[config.mk]
export PLATFORM = sky130hd
export DESIGN_NAME = complex_mxv_row_scheduler
export DESIGN_NICKNAME = d
export VERILOG_FILES = /design/src/rtl/complex_sched_pkg.sv /design/src/rtl/complex_sched_addr_gen.sv /design/src/rtl/complex_mxv_row_scheduler.sv
export SDC_FILE = /design/constraint.sdc
export NUM_CORES = 1
export LEC_CHECK = 0
export BUFFER_PORTS_ARGS = -buffer_cell sky130_fd_sc_hd__clkbuf_2
export CORE_MARGIN = 4
export CORE_UTILIZATION = 40
export DETAILED_ROUTE_END_ITERATION = 6
export PLACE_DENSITY = 0.73
export SLEW_MARGIN = 40
export SYNTH_ARGS = -nofsm -noshare
export SYNTH_HDL_FRONTEND = slang
export SYNTH_SLANG_ARGS = --single-unit
[constraint.sdc]
create_clock -name clk -period 7.16 [get_ports clk]
set_clock_uncertainty 0.05 [all_clocks]
set_input_delay 1.432 -clock clk [delete_from_list [all_inputs] [get_ports clk]]
set_output_delay 1.432 -clock clk [all_outputs]
set_load 0.03 [all_outputs]
[src/rtl/complex_sched_pkg.sv]
// ---------------------------------------------------------------------------
// complex_sched_pkg
//   Shared definitions for the complex matrix-by-vector row scheduler:
//   default widths, chunk size, the scheduler state encoding and a
//   saturating-increment helper used by the optional statistics counters.
// ---------------------------------------------------------------------------
package complex_sched_pkg;

  localparam int NI_DEF     = 8;   // complex elements per chunk
  localparam int ROW_W_DEF  = 16;  // row count / row index width
  localparam int ADDR_W_DEF = 20;  // chunk fetch address width
  localparam int ELEM_W_DEF = 64;  // complex result word width

  typedef enum logic [2:0] {
    ST_IDLE     = 3'd0,
    ST_LAUNCH   = 3'd1,
    ST_FEED     = 3'd2,
    ST_WAIT_ROW = 3'd3,
    ST_DRAIN    = 3'd4,
    ST_FINISH   = 3'd5
  } sched_state_t;

  // Increment that sticks at all-ones instead of wrapping.
  function automatic logic [31:0] sat_inc32(input logic [31:0] value);
    return (value == '1) ? value : value + 32'd1;
  endfunction

endpackage

[src/rtl/complex_sched_addr_gen.sv]
// ---------------------------------------------------------------------------
// complex_sched_addr_gen
//   Row and chunk counters plus the chunk fetch address.
//   fetch_addr = row * n_multiples + chunk (mod 2**ADDR_W), built
//   incrementally: a row base advances by n_multiples per row and the
//   address itself advances by one per granted chunk, so no multiplier.
// Ports
//   clk, reset    clock / asynchronous active-high reset
//   clear         accepted start: row and row base back to 0
//   launch        row launch: chunk to 0, address reloaded from row base
//   grant         one chunk granted: chunk and address advance
//   next_row      current row finished and another follows
//   n_multiples   latched chunks per row
//   n_rows        latched row count
//   row           current row index
//   fetch_addr    registered chunk fetch address
//   chunk_done    every chunk of the current row has been granted
//   last_row      current row is the final one
// ---------------------------------------------------------------------------
module complex_sched_addr_gen
  import complex_sched_pkg::*;
#(
  parameter int ROW_W  = ROW_W_DEF,
  parameter int ADDR_W = ADDR_W_DEF
) (
  input  logic              clk,
  input  logic              reset,
  input  logic              clear,
  input  logic              launch,
  input  logic              grant,
  input  logic              next_row,
  input  logic [31:0]       n_multiples,
  input  logic [ROW_W-1:0]  n_rows,
  output logic [ROW_W-1:0]  row,
  output logic [ADDR_W-1:0] fetch_addr,
  output logic              chunk_done,
  output logic              last_row
);

  logic [ROW_W-1:0]  row_reg;
  logic [31:0]       chunk_reg;
  logic [ADDR_W-1:0] row_base_reg;
  logic [ADDR_W-1:0] fetch_addr_reg;

  always_ff @(posedge clk or posedge reset) begin
    if (reset) begin
      row_reg        <= '0;
      chunk_reg      <= '0;
      row_base_reg   <= '0;
      fetch_addr_reg <= '0;
    end else begin
      if (clear) begin
        row_reg      <= '0;
        row_base_reg <= '0;
      end else if (next_row) begin
        row_reg      <= row_reg + ROW_W'(1);
        // Truncation to ADDR_W is intentional; overflow wraps silently.
        row_base_reg <= row_base_reg + n_multiples[ADDR_W-1:0];
      end

      if (launch) begin
        chunk_reg      <= '0;
        fetch_addr_reg <= row_base_reg;
      end else if (grant) begin
        chunk_reg      <= chunk_reg + 32'd1;
        fetch_addr_reg <= fetch_addr_reg + ADDR_W'(1);
      end
    end
  end

  assign row        = row_reg;
  assign fetch_addr = fetch_addr_reg;
  assign chunk_done = (chunk_reg >= n_multiples);
  // Compare one bit wider so n_rows at full scale cannot alias.
  assign last_row   = (({1'b0, row_reg} + {{ROW_W{1'b0}}, 1'b1}) == {1'b0, n_rows});

endmodule

[src/rtl/complex_mxv_row_scheduler.sv]
// ---------------------------------------------------------------------------
// complex_mxv_row_scheduler
//   Walks the complex row-by-vector engine over a whole matrix, one row at a
//   time and n_multiples chunks of NI elements per row. Issues chunk fetches,
//   pulses the engine's row start, gates chunk transfers with you_can_read
//   and writes each row's dot product into the result buffer.
//
//   Optional build macro: COMPLEX_SCHED_STATS_EN adds stat_cycles (busy
//   cycles) and stat_stalls (FEED cycles with I_am_ready low). Without it the
//   ports and counters do not exist.
//
// Ports
//   clk, reset            clock / asynchronous active-high reset
//   start                 begin a matrix pass (n_rows, n_multiples sampled)
//   busy / done           pass in progress / 1-cycle completion pulse
//   cfg_err               1-cycle pulse: start rejected, n_multiples == 0
//   proto_err             sticky engine protocol violation, cleared by start
//   fetch_req/addr/gnt    chunk fetch handshake to matrix/vector memory
//   start_row_by_vector   1-cycle pulse at the start of each row
//   no_of_multiples       latched chunks per row for the engine
//   you_can_read          engine may consume the chunk on its bus this cycle
//   I_am_ready            engine can take another chunk
//   give_me_only          engine has accumulated every chunk of the row
//   decoder_read_now      engine result valid this cycle
//   result                engine result word
//   res_we/addr/data      result buffer write port
// ---------------------------------------------------------------------------
module complex_mxv_row_scheduler
  import complex_sched_pkg::*;
#(
  parameter int NI            = NI_DEF,
  parameter int element_width = ELEM_W_DEF,
  parameter int ROW_W         = ROW_W_DEF,
  parameter int ADDR_W        = ADDR_W_DEF
) (
  input  logic                     clk,
  input  logic                     reset,
  input  logic                     start,
  input  logic [ROW_W-1:0]         n_rows,
  input  logic [31:0]              n_multiples,
  output logic                     busy,
  output logic                     done,
  output logic                     cfg_err,
  output logic                     proto_err,
  output logic                     fetch_req,
  output logic [ADDR_W-1:0]        fetch_addr,
  input  logic                     fetch_gnt,
  output logic                     start_row_by_vector,
  output logic [31:0]              no_of_multiples,
  output logic                     you_can_read,
  input  logic                     I_am_ready,
  input  logic                     give_me_only,
  input  logic                     decoder_read_now,
  input  logic [element_width-1:0] result,
  output logic                     res_we,
  output logic [ROW_W-1:0]         res_addr,
  output logic [element_width-1:0] res_data
`ifdef COMPLEX_SCHED_STATS_EN
  ,
  output logic [31:0]              stat_cycles,
  output logic [31:0]              stat_stalls
`endif
);

  sched_state_t state_reg, state_next;

  logic [31:0]              n_mult_reg, n_mult_next;
  logic [ROW_W-1:0]         n_rows_reg, n_rows_next;
  logic                     done_reg, done_next;
  logic                     cfg_err_reg, cfg_err_next;
  logic                     proto_err_reg, proto_err_next;
  logic                     you_can_read_reg;
  logic                     res_we_reg, res_we_next;
  logic [ROW_W-1:0]         res_addr_reg, res_addr_next;
  logic [element_width-1:0] res_data_reg, res_data_next;

  logic             clear, launch, next_row, capture, grant;
  logic [ROW_W-1:0] row;
  logic             chunk_done, last_row;

  complex_sched_addr_gen #(
    .ROW_W  (ROW_W),
    .ADDR_W (ADDR_W)
  ) u_addr_gen (
    .clk         (clk),
    .reset       (reset),
    .clear       (clear),
    .launch      (launch),
    .grant       (grant),
    .next_row    (next_row),
    .n_multiples (n_mult_reg),
    .n_rows      (n_rows_reg),
    .row         (row),
    .fetch_addr  (fetch_addr),
    .chunk_done  (chunk_done),
    .last_row    (last_row)
  );

  // Requests drop in the same cycle I_am_ready falls; a grant seen while the
  // request is still up is counted, and its data follows one cycle later.
  assign fetch_req = (state_reg == ST_FEED) && I_am_ready && !chunk_done;
  assign grant     = fetch_req && fetch_gnt;

  always_ff @(posedge clk or posedge reset) begin
    if (reset) begin
      state_reg        <= ST_IDLE;
      n_mult_reg       <= '0;
      n_rows_reg       <= '0;
      done_reg         <= 1'b0;
      cfg_err_reg      <= 1'b0;
      proto_err_reg    <= 1'b0;
      you_can_read_reg <= 1'b0;
      res_we_reg       <= 1'b0;
      res_addr_reg     <= '0;
      res_data_reg     <= '0;
    end else begin
      state_reg        <= state_next;
      n_mult_reg       <= n_mult_next;
      n_rows_reg       <= n_rows_next;
      done_reg         <= done_next;
      cfg_err_reg      <= cfg_err_next;
      proto_err_reg    <= proto_err_next;
      you_can_read_reg <= grant;
      res_we_reg       <= res_we_next;
      res_addr_reg     <= res_addr_next;
      res_data_reg     <= res_data_next;
    end
  end

  always_comb begin
    state_next     = state_reg;
    n_mult_next    = n_mult_reg;
    n_rows_next    = n_rows_reg;
    done_next      = 1'b0;
    cfg_err_next   = 1'b0;
    proto_err_next = proto_err_reg;
    res_we_next    = 1'b0;
    res_addr_next  = res_addr_reg;
    res_data_next  = res_data_reg;
    clear          = 1'b0;
    launch         = 1'b0;
    next_row       = 1'b0;
    capture        = 1'b0;

    // Protocol checks: row completion while chunks are still being fed, or
    // a result outside the window where one is expected (never written).
    if ((state_reg == ST_FEED) && give_me_only) begin
      proto_err_next = 1'b1;
    end
    if (decoder_read_now && (state_reg != ST_WAIT_ROW) && (state_reg != ST_DRAIN)) begin
      proto_err_next = 1'b1;
    end

    case (state_reg)
      ST_IDLE: begin
        if (start) begin
          if (n_multiples == '0) begin
            cfg_err_next = 1'b1;
          end else if (n_rows == '0) begin
            done_next = 1'b1;          // empty matrix: done without going busy
          end else begin
            n_mult_next    = n_multiples;
            n_rows_next    = n_rows;
            proto_err_next = 1'b0;
            clear          = 1'b1;
            state_next     = ST_LAUNCH;
          end
        end
      end
      ST_LAUNCH: begin
        launch     = 1'b1;
        state_next = ST_FEED;
      end
      ST_FEED: begin
        // chunk_done first rises in the cycle carrying the last you_can_read.
        if (chunk_done) begin
          state_next = ST_WAIT_ROW;
        end
      end
      ST_WAIT_ROW: begin
        if (give_me_only) begin
          if (decoder_read_now) begin
            capture = 1'b1;            // result arrived with row-complete
          end else begin
            state_next = ST_DRAIN;
          end
        end
      end
      ST_DRAIN: begin
        if (decoder_read_now) begin
          capture = 1'b1;
        end
      end
      ST_FINISH: begin
        state_next = ST_IDLE;
      end
      default: begin
        state_next = ST_IDLE;
      end
    endcase

    if (capture) begin
      res_we_next   = 1'b1;
      res_addr_next = row;
      res_data_next = result;
      if (last_row) begin
        done_next  = 1'b1;             // done is high while in FINISH
        state_next = ST_FINISH;
      end else begin
        next_row   = 1'b1;
        state_next = ST_LAUNCH;
      end
    end
  end

  assign busy                = (state_reg != ST_IDLE) && (state_reg != ST_FINISH);
  assign done                = done_reg;
  assign cfg_err             = cfg_err_reg;
  assign proto_err           = proto_err_reg;
  assign start_row_by_vector = (state_reg == ST_LAUNCH);
  assign no_of_multiples     = n_mult_reg;
  assign you_can_read        = you_can_read_reg;
  assign res_we              = res_we_reg;
  assign res_addr            = res_addr_reg;
  assign res_data            = res_data_reg;

`ifdef COMPLEX_SCHED_STATS_EN
  logic [31:0] stat_cycles_reg;
  logic [31:0] stat_stalls_reg;

  always_ff @(posedge clk or posedge reset) begin
    if (reset) begin
      stat_cycles_reg <= '0;
      stat_stalls_reg <= '0;
    end else if (clear) begin
      stat_cycles_reg <= '0;
      stat_stalls_reg <= '0;
    end else begin
      if (busy) begin
        stat_cycles_reg <= sat_inc32(stat_cycles_reg);
      end
      if ((state_reg == ST_FEED) && !I_am_ready) begin
        stat_stalls_reg <= sat_inc32(stat_stalls_reg);
      end
    end
  end

  assign stat_cycles = stat_cycles_reg;
  assign stat_stalls = stat_stalls_reg;
`endif

endmodule

## Word-level counts from Yosys, hierarchy flattened

Cells that the tools add are included.

- $add $sub $neg: 5
- Order comparisons: 1
- Equality and inequality tests: 15
- Multiplexer cells: 43
- Bitwise operators: 2
- Reduce and logical (&&, ||, !) cells: 16

Operators with widths:

| cell | number |
|---|---|
| $mux W20 | 4 |
| $mux W32 | 2 |
| $add A32 B1 Y32 const B | 1 |
| $ge A32 B32 Y1 | 1 |
| $logic_not A32 Y1 | 1 |
| $mux W16 | 2 |
| $mux W1 | 25 |
| $mux W3 | 8 |
| $ne A3 B3 Y1 const B | 8 |
| $add A20 B1 Y20 const B | 1 |
| $add A20 B20 Y20 | 1 |
| $add A16 B1 Y17 const B | 1 |
| $eq A17 B16 Y1 | 1 |
| $add A16 B1 Y16 const B | 1 |
| $logic_not A16 Y1 | 1 |
| $pmux W3 S5 | 1 |
| $logic_and A1 B1 Y1 | 7 |
| $reduce_and A7 Y1 | 1 |
| $eq A3 B2 Y1 const B | 2 |
| $reduce_and A4 Y1 | 1 |
| $reduce_bool A2 Y1 | 2 |
| $eq A3 B1 Y1 const B | 1 |
| $eq A3 B3 Y1 const B | 1 |
| $logic_not A3 Y1 | 1 |
| other kinds (6) | 7 |

- Bits in registers: 224
- Output and inout port bits: 140
- Word-level logic and storage cells: 96

## Longest topological paths before layout

Gate-level depths: netlist of run 1.

- Word-level depth: 8
- Mapped depth: 13

## Modules after synthesis

A second synthesis of run 1 with hierarchy kept.

- Cells, all modules: 1080
- Area total of the unflattened synthesis: 11901.4 um^2

Modules (own cells, without submodules):

| module | instances | cells each | area an instance (um^2) | sequential area each (um^2) |
|---|---|---|---|---|
| complex_sched_addr_gen | 1 | 749 | 6349.8 | 2202.1 |
| complex_mxv_row_scheduler | 1 | 331 | 5551.6 | 3403.3 |

## Worst setup path after synthesis of run 1

No wires, ideal clock.

- Kind: register to output
- Start: register n_mult_reg[17], in the netlist no_of_multiples[17]
- End: output fetch_req
- Arrival time: 2718 ps
- Data required time: 5678 ps
- Setup slack: 2960 ps
- Stages on the path, launching flop included: 12
- Cell sequence: dfrtp_1 -> inv_1 -> ha_1 -> a21o_1 -> a21o_1 -> a21oi_1 -> o21ai_0 -> a221oi_1 -> o211a_1 -> buf_2 -> buf_1 -> and3_1

- Longest elaborated chain between the ends: 3

RTL lines:

| element | line | RTL |
|---|---|---|
| from (decl) | complex_mxv_row_scheduler.sv:67 | `logic [31:0] n_mult_reg, n_mult_next;` |
| from (signal assigned) | complex_mxv_row_scheduler.sv:118 | `n_mult_reg <= n_mult_next;` |
| $ge A32 B32 Y1 | complex_sched_addr_gen.sv:73 | `assign chunk_done = (chunk_reg >= n_multiples);` |
| $logic_not A1 Y1 | complex_mxv_row_scheduler.sv:101 | `assign fetch_req = (state_reg == ST_FEED) && I_am_ready && !chunk_done;` |
| $logic_and A1 B1 Y1 | complex_mxv_row_scheduler.sv:101 |  |
| to (decl) | complex_mxv_row_scheduler.sv:45 | `output logic fetch_req,` |

No other way between the ends.

## Final worst setup path of run 1

Ends and elaborated chain as after synthesis.

==> impl_metrics.csv, run 1 <==
group,metric,value,unit
clocking,cts.reportedPaths.clkPinSlew,0.06,ns
critical_path,path_cells,"inv_1, ha_1, a21o_1, a21o_1, a21oi_1, o21ai_0, a221oi_1, o211a_1, and3_1, clkbuf_2",
placed_design,dp_worst_setup_slack,2.58,ns
critical_path,critPathLaunchType,"flop",
power,combPwrFrac,44.4,%
critical_path,cp_slowest_stage_delay,0.69,ns
sta,drv_slew,0,
sta,worstMarginPinSlew,0.775,ns
power,clkPwrFrac,20.8,%
critical_path,crit_type,"reg2out",
sta,setup_tns,0,ns
critical_path,path_max_fanout,21,
hold_path,worst_hold_path.endpoint,"res_data[44]$_DFFE_PP0P_",
critical_path,required,5.68,ns
floorplan,start_util,40.6,%
yosys,synth_nets,1417,
hold_path,hold_path_depth,2,
power,peakVddDrop,273,uV
global_routing,grt_usage,19.0,%
power,leakage,0.00716,uW
power,internal_power,3320,uW
yosys,async_flop_share,100,%
global_routing,busiest_layer,"met2",
global_routing,antenna_found_initial,0,
yosys,synth_edf_count,0,
sta,fin_crit,4.90,ns
global_routing,grt_util_met3,3.69,%
clocking,clk_path_buf_depth,3,
floorplan,io_pins,259,
final_layout,nets,1657,
yosys,syn_area,11600,um^2
route,routed_wl,31.5,mm
critical_path,reg2reg_slack,3.02,ns
global_routing,met2_usage,32.0,%
critical_path,cp_common_cell,"a21o_1",
power,switchingPower,2600,uW
floorplan,die_x,179,um
sta,setup_slack,2.26,ns
clocking,cts_sinks,224,
route,firstDrtPassIters,5,
clocking,clk_latency,0.52,ns
yosys,syn_avg_cell_area,9.37,um^2
floorplan,die_h,179,um
route,wl_per_cell,16.7,um
clocking,cts_resized,0,
yosys,ys_warn_count,0,
sta,rsz0062_at_grt,"no",
yosys,synthCells,1243,
global_routing,grt_pass1_wl,49.4,mm
power,switching_share,43.9,%
route,drt_first_iter_violations,530,
run,cap_violations,0,
route,routed_via_density,5.30,
power,pwr_density_cell,420,nW/um^2
yosys,synth_top_area_share,48.1,%
yosys,ys_types,65,
critical_path,worst_r2r_path_depth,11,
global_routing,grt_pass1_vias,9631,
sta,min_period_over_period,68.4,%
sta,hold_violations,0,
floorplan,rows,62,
critical_path,crit_path_end_kind,"output port",
clocking,cts_buffers,25,
route,route.detailed.drc,0,
route,vias,9966,
critical_path,worst_path_max_delay_cell,"o211a_1",
critical_path,r2r_end,"u_addr_gen.chunk_reg[20]$_DFFE_PP0P_",
route,antenna_left,0,
clocking,cts_htree_levels,1,
floorplan,core_area,28700,um^2
placed_design,dp_hpwl,22.8,mm
clocking,cts_tree,"done",
final_layout,areaGrowthSynthToFinish,21.1,%
yosys,yosys.area.top_type,"dfrtp_1",
outcome,status,"finished, final reports clean",
critical_path,crit_buf_inv,2,
clocking,post_cts_buffers,0,
placed_design,gp_congestion,0.879,
sta,finalSetupViolCount,0,
global_routing,grt_max_degree,136,
power,p_seq_share,34.8,%
sta,max_freq,0.204,GHz
yosys,synth.area.top_cells,"dfrtp_1 48%, nand2_1 9.3%, ha_1 5.8%, mux2_2 4.6%, o21ai_0 3.1%",
critical_path,path_delay_family,"compound AO/OA/AOI/OAI gates",
final_layout,drive_gt1_share,25.1,%
global_routing,grt_util_met1,24.9,%
clocking,cts_root_buffer,"clkbuf_16",
placed_design,io_buffers,258,
final_layout,largest_reg_flops,64,
yosys,seq_area_frac_synth,48.1,%
final_layout,n_antenna_cell,0,
global_routing,grt_overflow,0,
yosys,ys.flop_type,"dfrtp_1",
floorplan,dieArea,31900,um^2
hold_path,min_from,"res_data[44]$_DFFE_PP0P_",
sta,timing.slew.headroom,48.3,%
yosys,synth-seq-cells,224,
critical_path,worstPathArrival,3.42,ns
critical_path,timing.rr.start,"no_of_multiples[17]$_DFFE_PP0P_",
hold_path,hold_path.class,"reg2reg",
clocking,cts_hold_buffers,0,
-- routing by layer --
| metal | up-vias | part of all wire, % |
|---|---|---|
| met5 | - | 0 |
| met4 | 0 | 2.7 |
| met3 | 51 | 7.1 |
| met2 | 313 | 46 |
| met1 | 4826 | 44 |
| li1 | 4776 | - |
-- cell families after synthesis --
| kind of cell | share of synthesized area (%) |
|---|---|
| compound gates | 12.3 |
| simple gates | 20.7 |
| fa+ha+maj | 5.97 |
| flops | 48.1 |
| buf+inv | 4.04 |
| xor+xnor | 4.21 |
| mux | 4.64 |
-- metrics by stage --
stage          cell area [um^2]  total power [uW]  cells  hold WS (ns)  utilization [%]
6_report                  14100              5930   1882         0.421             49.2
5_1_grt                   14100              6330   1882         0.446             49.2
4_1_cts                   14100              5970   1881         0.426             49.0
3_5_place_dp              13300              4710   1839         0.412             46.3
3_3_place_gp              13300              4620   1837         0.406             46.2
2_1_floorplan             11700              3890   1243         0.424                -
-- power groups by stage --
| stage | logic (uW) | registers [uW] | clock network (uW) |
|---|---|---|---|
| 3_3_place_gp | 2550 | 2070 | 0 |
| 6_report | 2630 | 2060 | 1230 |
| 3_5_place_dp | 2630 | 2080 | 0 |
| 2_1_floorplan | 1330 | 2560 | 0 |
| 5_1_grt | 2900 | 2110 | 1320 |
| 4_1_cts | 2650 | 2060 | 1270 |
-- layout by cell type (no fill, tap or decap), types with 8 or more instances in the layout --
cell type  netlist  routed
nor4_1          15      15
ha_1            54      54
dfrtp_1        224     224
nand4_1         22      22
nand3_1         49      48
inv_1           58      57
o211ai_1        13      13
clkbuf_2         0     258
o21ai_0         71      71
a21o_1          18      18
and4_1           9       9
or3_1           18      18
nand2b_1        10       9
o31ai_1         13      13
xnor2_1         22      22
and2_1           8       8
xor2_1          34      34
clkbuf_16        0      25
nand2_1        290     289
nor3_1          10      10
nor2_1          43      43
o21ai_1         11      11
a21oi_1         47      47
mux2_2          48      48
and3_1          15      15
-- layout make-up --
cell class | instances | area [um^2]
Clock buffer | 34 | 719
Clock inverter | 8 | 65.1
Fill cell | 2683 | 14600
Inverter | 60 | 229
Multi-Input combinational cell | 902 | 5580
Sequential cell | 224 | 5610
Tap cell | 384 | 480
Timing Repair Buffer | 270 | 1430
-- synth_stat cells, types with 3 or more instances --
master and n:
nor3_1 10, nor2_1 43, and2_1 8, o22ai_1 5, mux2_2 48, o21ai_1 11
nand2b_1 10, buf_2 13, o21ai_0 71, nor3b_1 5, o21a_1 7, nand4_1 22
a21oi_1 47, ha_1 54, o41ai_1 5, nand3_1 49, nor2b_1 6, or4_1 6
a221o_1 4, o31ai_1 13, clkbuf_1 32, o211ai_1 13, and3_1 15, o21bai_1 4
a211oi_1 5, inv_1 58, a21boi_0 3, or3_1 18, nand2_1 290, xnor2_1 22
buf_1 9, and4_1 9, dfrtp_1 224, nor4_1 15, a21o_1 18, a31oi_1 3
xor2_1 34
-- worst max path at each step --
stage,from,endpoint,slack (ns),cells past startpoint
after CTS,no_of_multiples[17]$_DFFE_PP0P_,fetch_req,2.22,10
final,no_of_multiples[17]$_DFFE_PP0P_,fetch_req,2.26,10
after detailed placement,n_multiples[0],no_of_multiples[30]$_DFFE_PP0P_,2.58,8
after global placement,n_multiples[0],no_of_multiples[17]$_DFFE_PP0P_,2.65,8
after floorplan,reset,cfg_err$_DFF_PP0_,2.75,1
after global routing,no_of_multiples[17]$_DFFE_PP0P_,fetch_req,2.07,10
-- worst reg2reg max path, cell delays in order, from the launching register on --
cell      delay, ns
dfrtp_1        0.43
inv_1          0.07
ha_1           0.31
a21o_1         0.19
a21o_1         0.17
a21oi_1        0.15
o21ai_0        0.09
a221oi_1       0.30
o211a_1        0.69
nand4_2        0.72
or4_1          0.73
a21oi_1        0.16
No activity file was read; power rests on OpenSTA's default activity.
==> run 2, diff against run 1 <==
PLACE_DENSITY = 0.71   (was 0.73)
clock period = 4.7 ns   (was 7.16 ns; I/O delays follow)
==> run 2 against run 1 <==
Effect of this change: sequential share of layout area down 0.37 points; routed wire length up 2.4%; critical path type unchanged; critical path depth down 1; clock-buffer cell count up 2; combinational power up 53%; largest cell class unchanged; cell area up 0.95%; sequential power up 52%; first-iteration DRC count up 32%; global-route usage up 0.71 points; cell count up 0.43%.
==> impl_metrics.csv, run 2 (same netlist as run 1, synthesis figures left out) <==
group,metric,value,unit
outcome,status,"finished, final reports clean",
route,wl_per_cell,17.0,um
route,vias,9923,
clocking,cts_htree_levels,1,
global_routing,grt_usage,19.7,%
final_layout,drive_gt1_share,25.4,%
clocking,cts_tree,"done",
clocking,cts_root_buffer,"clkbuf_16",
clocking,cts_buffers,26,
sta,setup_tns,0,ns
route,firstDrtPassIters,5,
sta,drv_slew,0,
final_layout,final_cell_count_no_fill,1890,
global_routing,grt_pass1_wl,51.2,mm
placed_design,dp_hpwl,23.7,mm
clocking,cts_hold_buffers,0,
final_layout,finish.utilization,49.6,%
clocking,cts_resized,0,
clocking,cts_sinks,224,
sta,rsz0062_at_grt,"no",
critical_path,required,3.71,ns
floorplan,start_util,40.6,%
floorplan,dieArea,31900,um^2
final_layout,largest_reg_flops,64,
hold_path,min_from,"res_data[51]$_DFFE_PP0P_",
floorplan,core_area,28700,um^2
floorplan,rows,62,
final_layout,layout_commonest_cell,"nand2_1",
global_routing,grt_max_degree,135,
critical_path,critPathLaunchType,"flop",
route,drt_first_iter_violations,702,
run,cap_violations,0,
floorplan,die_h,179,um
route,antenna_left,0,
placed_design,place_area,13300,um^2
clocking,post_cts_buffers,0,
global_routing,grt_overflow,0,
clocking,clk_latency,0.53,ns
route,routed_wl,32.2,mm
critical_path,r2r_end,"u_addr_gen.fetch_addr[18]$_DFFE_PP0P_",
sta,min_period_over_period,86.3,%
final_layout,areaGrowthSynthToFinish,22.3,%
sta,hold_violations,0,
final_layout,layout_common_cells,"289 x nand2_1, 258 x clkbuf_2, 224 x dfrtp_1",
power,leakage,0.00723,uW
sta,max_freq,0.247,GHz
route,route.detailed.drc,0,
critical_path,worst_r2r_path_depth,12,
route,routed_via_density,5.25,
hold_path,hold_path.class,"reg2reg",
placed_design,io_buffers,258,
sta,fin_crit,4.05,ns
clocking,clk_path_buf_depth,3,
critical_path,timing.rr.start,"u_addr_gen.chunk_reg[25]$_DFFE_PP0P_",
placed_design,dp.cells,1842,
critical_path,crit_path_end_kind,"output port",
placed_design,gp_congestion,0.848,
critical_path,crit_type,"reg2out",
final_layout,n_antenna_cell,0,
clocking,cts.reportedPaths.clkPinSlew,0.06,ns
critical_path,path_max_fanout,4,
sta,worstMarginPinSlew,0.814,ns
floorplan,die_x,179,um
sta,finalSetupViolCount,0,
hold_path,hold_path_depth,2,
power,fin_total_pwr,9340,uW
power,peakVddDrop,463,uV
power,pwr_density_cell,656,nW/um^2
critical_path,reg2reg_slack,1.09,ns
sta,timing.slew.headroom,45.7,%
final_layout,nets,1660,
critical_path,worstPathArrival,3.06,ns
global_routing,grt_pass1_vias,9827,
floorplan,io_pins,259,
final_layout,final_area,14200,um^2
global_routing,antenna_found_initial,2,
hold_path,worst_hold_path.endpoint,"res_data[51]$_DFFE_PP0P_",
run 2: cell count changes in the layout (fill, tap and decap cells not counted):
cell,previous run,this run
clkinv_4,0,2
clkbuf_16,25,27
bufinv_16,1,4
clkinvlp_4,1,2
nand3_2,3,2
buf_6,4,1
clkinv_2,7,5
buf_16,1,0
nand3_1,48,49
buf_4,6,12
run 2: routing by layer:
| metal | vias to the layer above | routed length, um | GRT usage, % | share of wire (%) |
|---|---|---|---|---|
| met2 | 315 | 15200 | 33.2 | 47 |
| met4 | 4 | 435 | 3.74 | 1.4 |
| li1 | 4807 | - | - | - |
| met5 | - | 21 | 0 | 0.065 |
| met3 | 33 | 2500 | 4.47 | 7.8 |
| met1 | 4764 | 14100 | 26.3 | 44 |
run 2: where the power goes:
part	switching [uW]	internal [uW]
clock	810	1360
sequential	580	2560
combinational	2640	1390
total	4030	5310
run 2: critical path, stage by stage, from the launching register on:
cell and delay [ns]:
dfrtp_1 0.42, ha_1 0.32, nand4_1 0.12, nor4_1 0.46, nand2_1 0.11, nor2_1 0.15
a21boi_0 0.41, a21oi_1 0.12, and3_1 0.23, clkbuf_2 0.18
run 2: metrics by stage:
step,hold slack (ns),worst slack (ns)
CTS,0.427,0.607
global route,0.440,0.304
global placement,0.407,1.27
detailed placement,0.412,1.09
finish,0.423,0.645
floorplan,0.424,0.786
run 2: worst max-delay path by stage:
stage               slack (ns)  depth (start not counted)                                     to                                  from
global route              0.30                          9                              fetch_req  u_addr_gen.chunk_reg[29]$_DFFE_PP0P_
global placement          1.27                          9                              fetch_req  u_addr_gen.chunk_reg[25]$_DFFE_PP0P_
detailed placement        1.09                         12  u_addr_gen.fetch_addr[18]$_DFFE_PP0P_  u_addr_gen.chunk_reg[25]$_DFFE_PP0P_
finish                    0.65                          9                              fetch_req  u_addr_gen.chunk_reg[25]$_DFFE_PP0P_
CTS                       0.61                          9                              fetch_req  u_addr_gen.chunk_reg[29]$_DFFE_PP0P_
floorplan                 0.79                          1                      cfg_err$_DFF_PP0_                                 reset
run 2: area by class of cell:
class                           count  area [um^2]
Tap cell                          384          480
Inverter                           60          229
Fill cell                        2662        14500
Multi-Input combinational cell    902         5580
Sequential cell                   224         5610
Clock inverter                     12          170
Timing Repair Buffer              272         1410
Clock buffer                       36          769
==> run 3, diff against run 2 <==
PLACE_DENSITY = 0.73   (was 0.71)
SYNTH_HIERARCHICAL = 1   (was unset)
clock period = 3.6 ns   (was 4.7 ns; I/O delays follow)
==> run 3 against run 2 <==
Effect of this change: highest routed layer unchanged; synthesized area is 2.2% higher; first-iteration DRC count is 28% lower; largest power group unchanged; the run now ends with setup timing left; clock-buffer cell count is 1 lower; sequential share of layout area is 2.6 points lower; cell area is 7.4% higher; sequential power is 28% higher; global-route usage is 0.68 points lower; utilization is 3.1 points higher; non-clock buffer count is 81 higher; register-to-register slack worse by 1.3 ns.
==> impl_metrics.csv, run 3 <==
group,metric,value,unit
global_routing,grt_overflow,0,
route,drt_first_iter_violations,503,
yosys,synth_edf_count,0,
critical_path,timing.rr.start,"no_of_multiples[25]$_DFFE_PP0P_",
final_layout,drive_gt1_share,40.8,%
yosys,ys.flop_type,"dfrtp_1",
yosys,synth.area.top_cells,"dfrtp_1 47%, mux2_2 6.9%, mux2_4 6.1%, ha_1 5.7%, xor2_1 3.3%",
clocking,cts_root_buffer,"clkbuf_16",
final_layout,fill_cells,2524,
yosys,synthCells,1080,
clocking,cts.reportedPaths.clkPinSlew,0.06,ns
final_layout,final_area,15300,um^2
floorplan,dieArea,32600,um^2
global_routing,grt_max_degree,89,
global_routing,grt_util_met1,25.3,%
final_layout,multi_input_area,6110,um^2
outcome,status,"finished, violations left",
floorplan,die_x,180,um
yosys,synth_top_area_share,47.1,%
sta,worstMarginPinSlew,0.690,ns
route,routed_via_density,5.12,
yosys,synth-seq-cells,224,
yosys,ys_warn_count,6,
floorplan,start_util,41.0,%
critical_path,worstPathArrival,4.18,ns
floorplan,die_h,180,um
global_routing,busiest_layer,"met2",
critical_path,required,3.94,ns
clocking,clk_path_buf_depth,3,
route,firstDrtPassIters,5,
critical_path,path_max_fanout,6,
sta,setup_slack,-0.246,ns
final_layout,n_antenna_cell,0,
final_layout,regArea,5620,um^2
run,cap_violations,0,
yosys,seq_area_frac_synth,47.1,%
placed_design,place_area,14100,um^2
yosys,syn_avg_cell_area,11.0,um^2
critical_path,crit_path_end_kind,"flop",
placed_design,gp_congestion,0.889,
global_routing,grt_usage,19.0,%
clocking,cts_sinks,224,
yosys,yosys.area.top_type,"dfrtp_1",
sta,finalSetupViolCount,15,
yosys,synth_nets,1254,
global_routing,antenna_found_initial,2,
power,leakage,0.00754,uW
sta,max_freq,0.260,GHz
yosys,synth-compound-area-share,8.06,%
clocking,cts_htree_levels,1,
floorplan,core_area,29000,um^2
yosys,synth_top_family_by_area,"multiplexers",
final_layout,nets,1592,
route,wl_per_cell,17.5,um
yosys,async_flop_share,100,%
sta,drv_slew,0,
sta,fin_crit,3.85,ns
final_layout,layout_common_cells,"257 x clkbuf_2, 215 x dfrtp_1, 88 x nor2_1",
clocking,clk_latency,0.53,ns
final_layout,largest_reg_flops,64,
clocking,cts_hold_buffers,0,
hold_path,hold_path.class,"in2async",
route,route.detailed.drc,0,
final_layout,layout_commonest_cell,"clkbuf_2",
yosys,netlist_top_cells_count,"224 x dfrtp_1, 95 x nor2_1, 75 x nand2_1, 73 x mux2_2, 55 x o21ai_0",
final_layout,areaGrowthSynthToFinish,28.6,%
sta,min_period_over_period,107,%
critical_path,crit_type,"reg2reg",
route,routed_wl,31.8,mm
yosys,synthMuxAreaShare,15.1,%
critical_path,critPathLaunchType,"flop",
critical_path,worst_r2r_path_depth,18,
global_routing,grt_pass1_wl,51.7,mm
sta,setup_tns,-1.68,ns
placed_design,io_buffers,258,
floorplan,io_pins,259,
critical_path,reg2reg_slack,-0.25,ns
floorplan,rows,62,
outcome,failed_checks,"setup timing",
sta,holdWs,0.221,ns
clocking,cts_tree,"done",
yosys,synth-xor-area-share,6.26,%
global_routing,met2_usage,32.0,%
route,vias,9331,
global_routing,grt_util_met3,3.15,%
sta,rsz0062_at_grt,"yes",
yosys,ys_types,66,
critical_path,r2r_end,"u_addr_gen/chunk_reg[29]$_DFFE_PP0P_",
power,peakVddDrop,479,uV
power,fin_total_pwr,12700,uW
clocking,cts_buffers,26,
power,pwr_density_cell,833,nW/um^2
yosys,yosys.area_share.simple,13.3,%
yosys,synth_fa_ha_area_share,5.85,%
yosys,yosysMostFrequentCell,"dfrtp_1",
yosys,syn_area,11900,um^2
sta,hold_violations,0,
placed_design,dp_hpwl,24.0,mm
route,antenna_left,0,
global_routing,grt_pass1_vias,9839,
sta,timing.slew.headroom,54.0,%
## run 3: cell types whose count changed in the layout (fill, tap and decap cells not counted), sizes merged, moves of 12 or more
cell | previous run | this run
o211ai | 13 | 1
xnor2 | 22 | 40
nand3 | 51 | 37
mux2 | 48 | 129
nor2 | 43 | 96
nand2 | 290 | 75
o21ai | 82 | 55
mux2i | 0 | 16
buf | 14 | 96
## run 3: through the flow
step / setup WS (ns) / instances / utilization [%]
global placement: -0.216 / 1765 / 48.8
finish: -0.246 / 1821 / 52.7
floorplan: -0.224 / 1080 / -
CTS: -0.261 / 1815 / 51.9
detailed placement: -0.293 / 1765 / 48.8
global route: -0.407 / 1821 / 52.7
## run 3: worst max-delay path by stage
stage	from	end	slack [ns]
floorplan	no_of_multiples[1]$_DFFE_PP0P_	u_addr_gen/chunk_reg[29]$_DFFE_PP0P_	-0.22
global placement	u_addr_gen/chunk_reg[0]$_DFFE_PP0P_	u_addr_gen/chunk_reg[29]$_DFFE_PP0P_	-0.22
detailed placement	no_of_multiples[19]$_DFFE_PP0P_	u_addr_gen/chunk_reg[29]$_DFFE_PP0P_	-0.29
CTS	no_of_multiples[19]$_DFFE_PP0P_	u_addr_gen/chunk_reg[29]$_DFFE_PP0P_	-0.26
global route	u_addr_gen/chunk_reg[0]$_DFFE_PP0P_	u_addr_gen/chunk_reg[29]$_DFFE_PP0P_	-0.41
finish	no_of_multiples[25]$_DFFE_PP0P_	u_addr_gen/chunk_reg[29]$_DFFE_PP0P_	-0.25
## run 3: final cells by class
| cell class | instances | share of cell area, % |
|---|---|---|
| clock inverter | 12 | 0.695 |
| multi-input combinational | 764 | 40.0 |
| sequential | 224 | 36.7 |
| inverter | 49 | 1.25 |
| clock buffer | 35 | 4.67 |
| tap | 384 | 3.14 |
| timing repair buffer | 353 | 13.6 |
## run 3: kinds of logic (layout without fill, tap and decap cells)
logic type | Yosys count | after routing
mux | 145 | 145
xor+xnor | 85 | 85
flops | 224 | 224
compound gates | 157 | 157
simple gates | 322 | 322
buf+inv | 92 | 449
fa+ha+maj | 55 | 55
## run 3: power breakdown
group | switching, uW | internal, uW
logic | 3660 | 2530
registers | 634 | 3390
clock network | 1070 | 1470
total | 5360 | 7380
## run 3: repair_timing
| action | 4_1_cts | 5_1_grt |
|---|---|---|
| endpoints found under the setup margin | 21 | 38 |
| resized for setup | 14 | 43 |
| buffers inserted | 3 | 7 |
| pin swaps | 4 | 14 |
## run 3: metal layers
metal  up-vias  part of all wire (%)
met1      4538                    44
met2       219                    48
li1       4498                     -
met3        72                   4.4
met4         4                   3.0
met5         -                 0.069
## run 3: critical path: stages (launching register included)
cell and delay (ns):
dfrtp_2 0.41, inv_1 0.11, ha_4 0.22, a21oi_2 0.12, o21ai_0 0.09, a21o_1 0.19
a211oi_2 0.23, o32ai_2 0.13, nor2_1 0.18, o21ai_2 0.08, and4b_2 0.29, and2_4 0.15
o2111ai_2 0.11, or3_4 0.39, or4_4 0.51, nor2_4 0.14, nand3_2 0.09, xor2_1 0.16
nor2_1 0.06
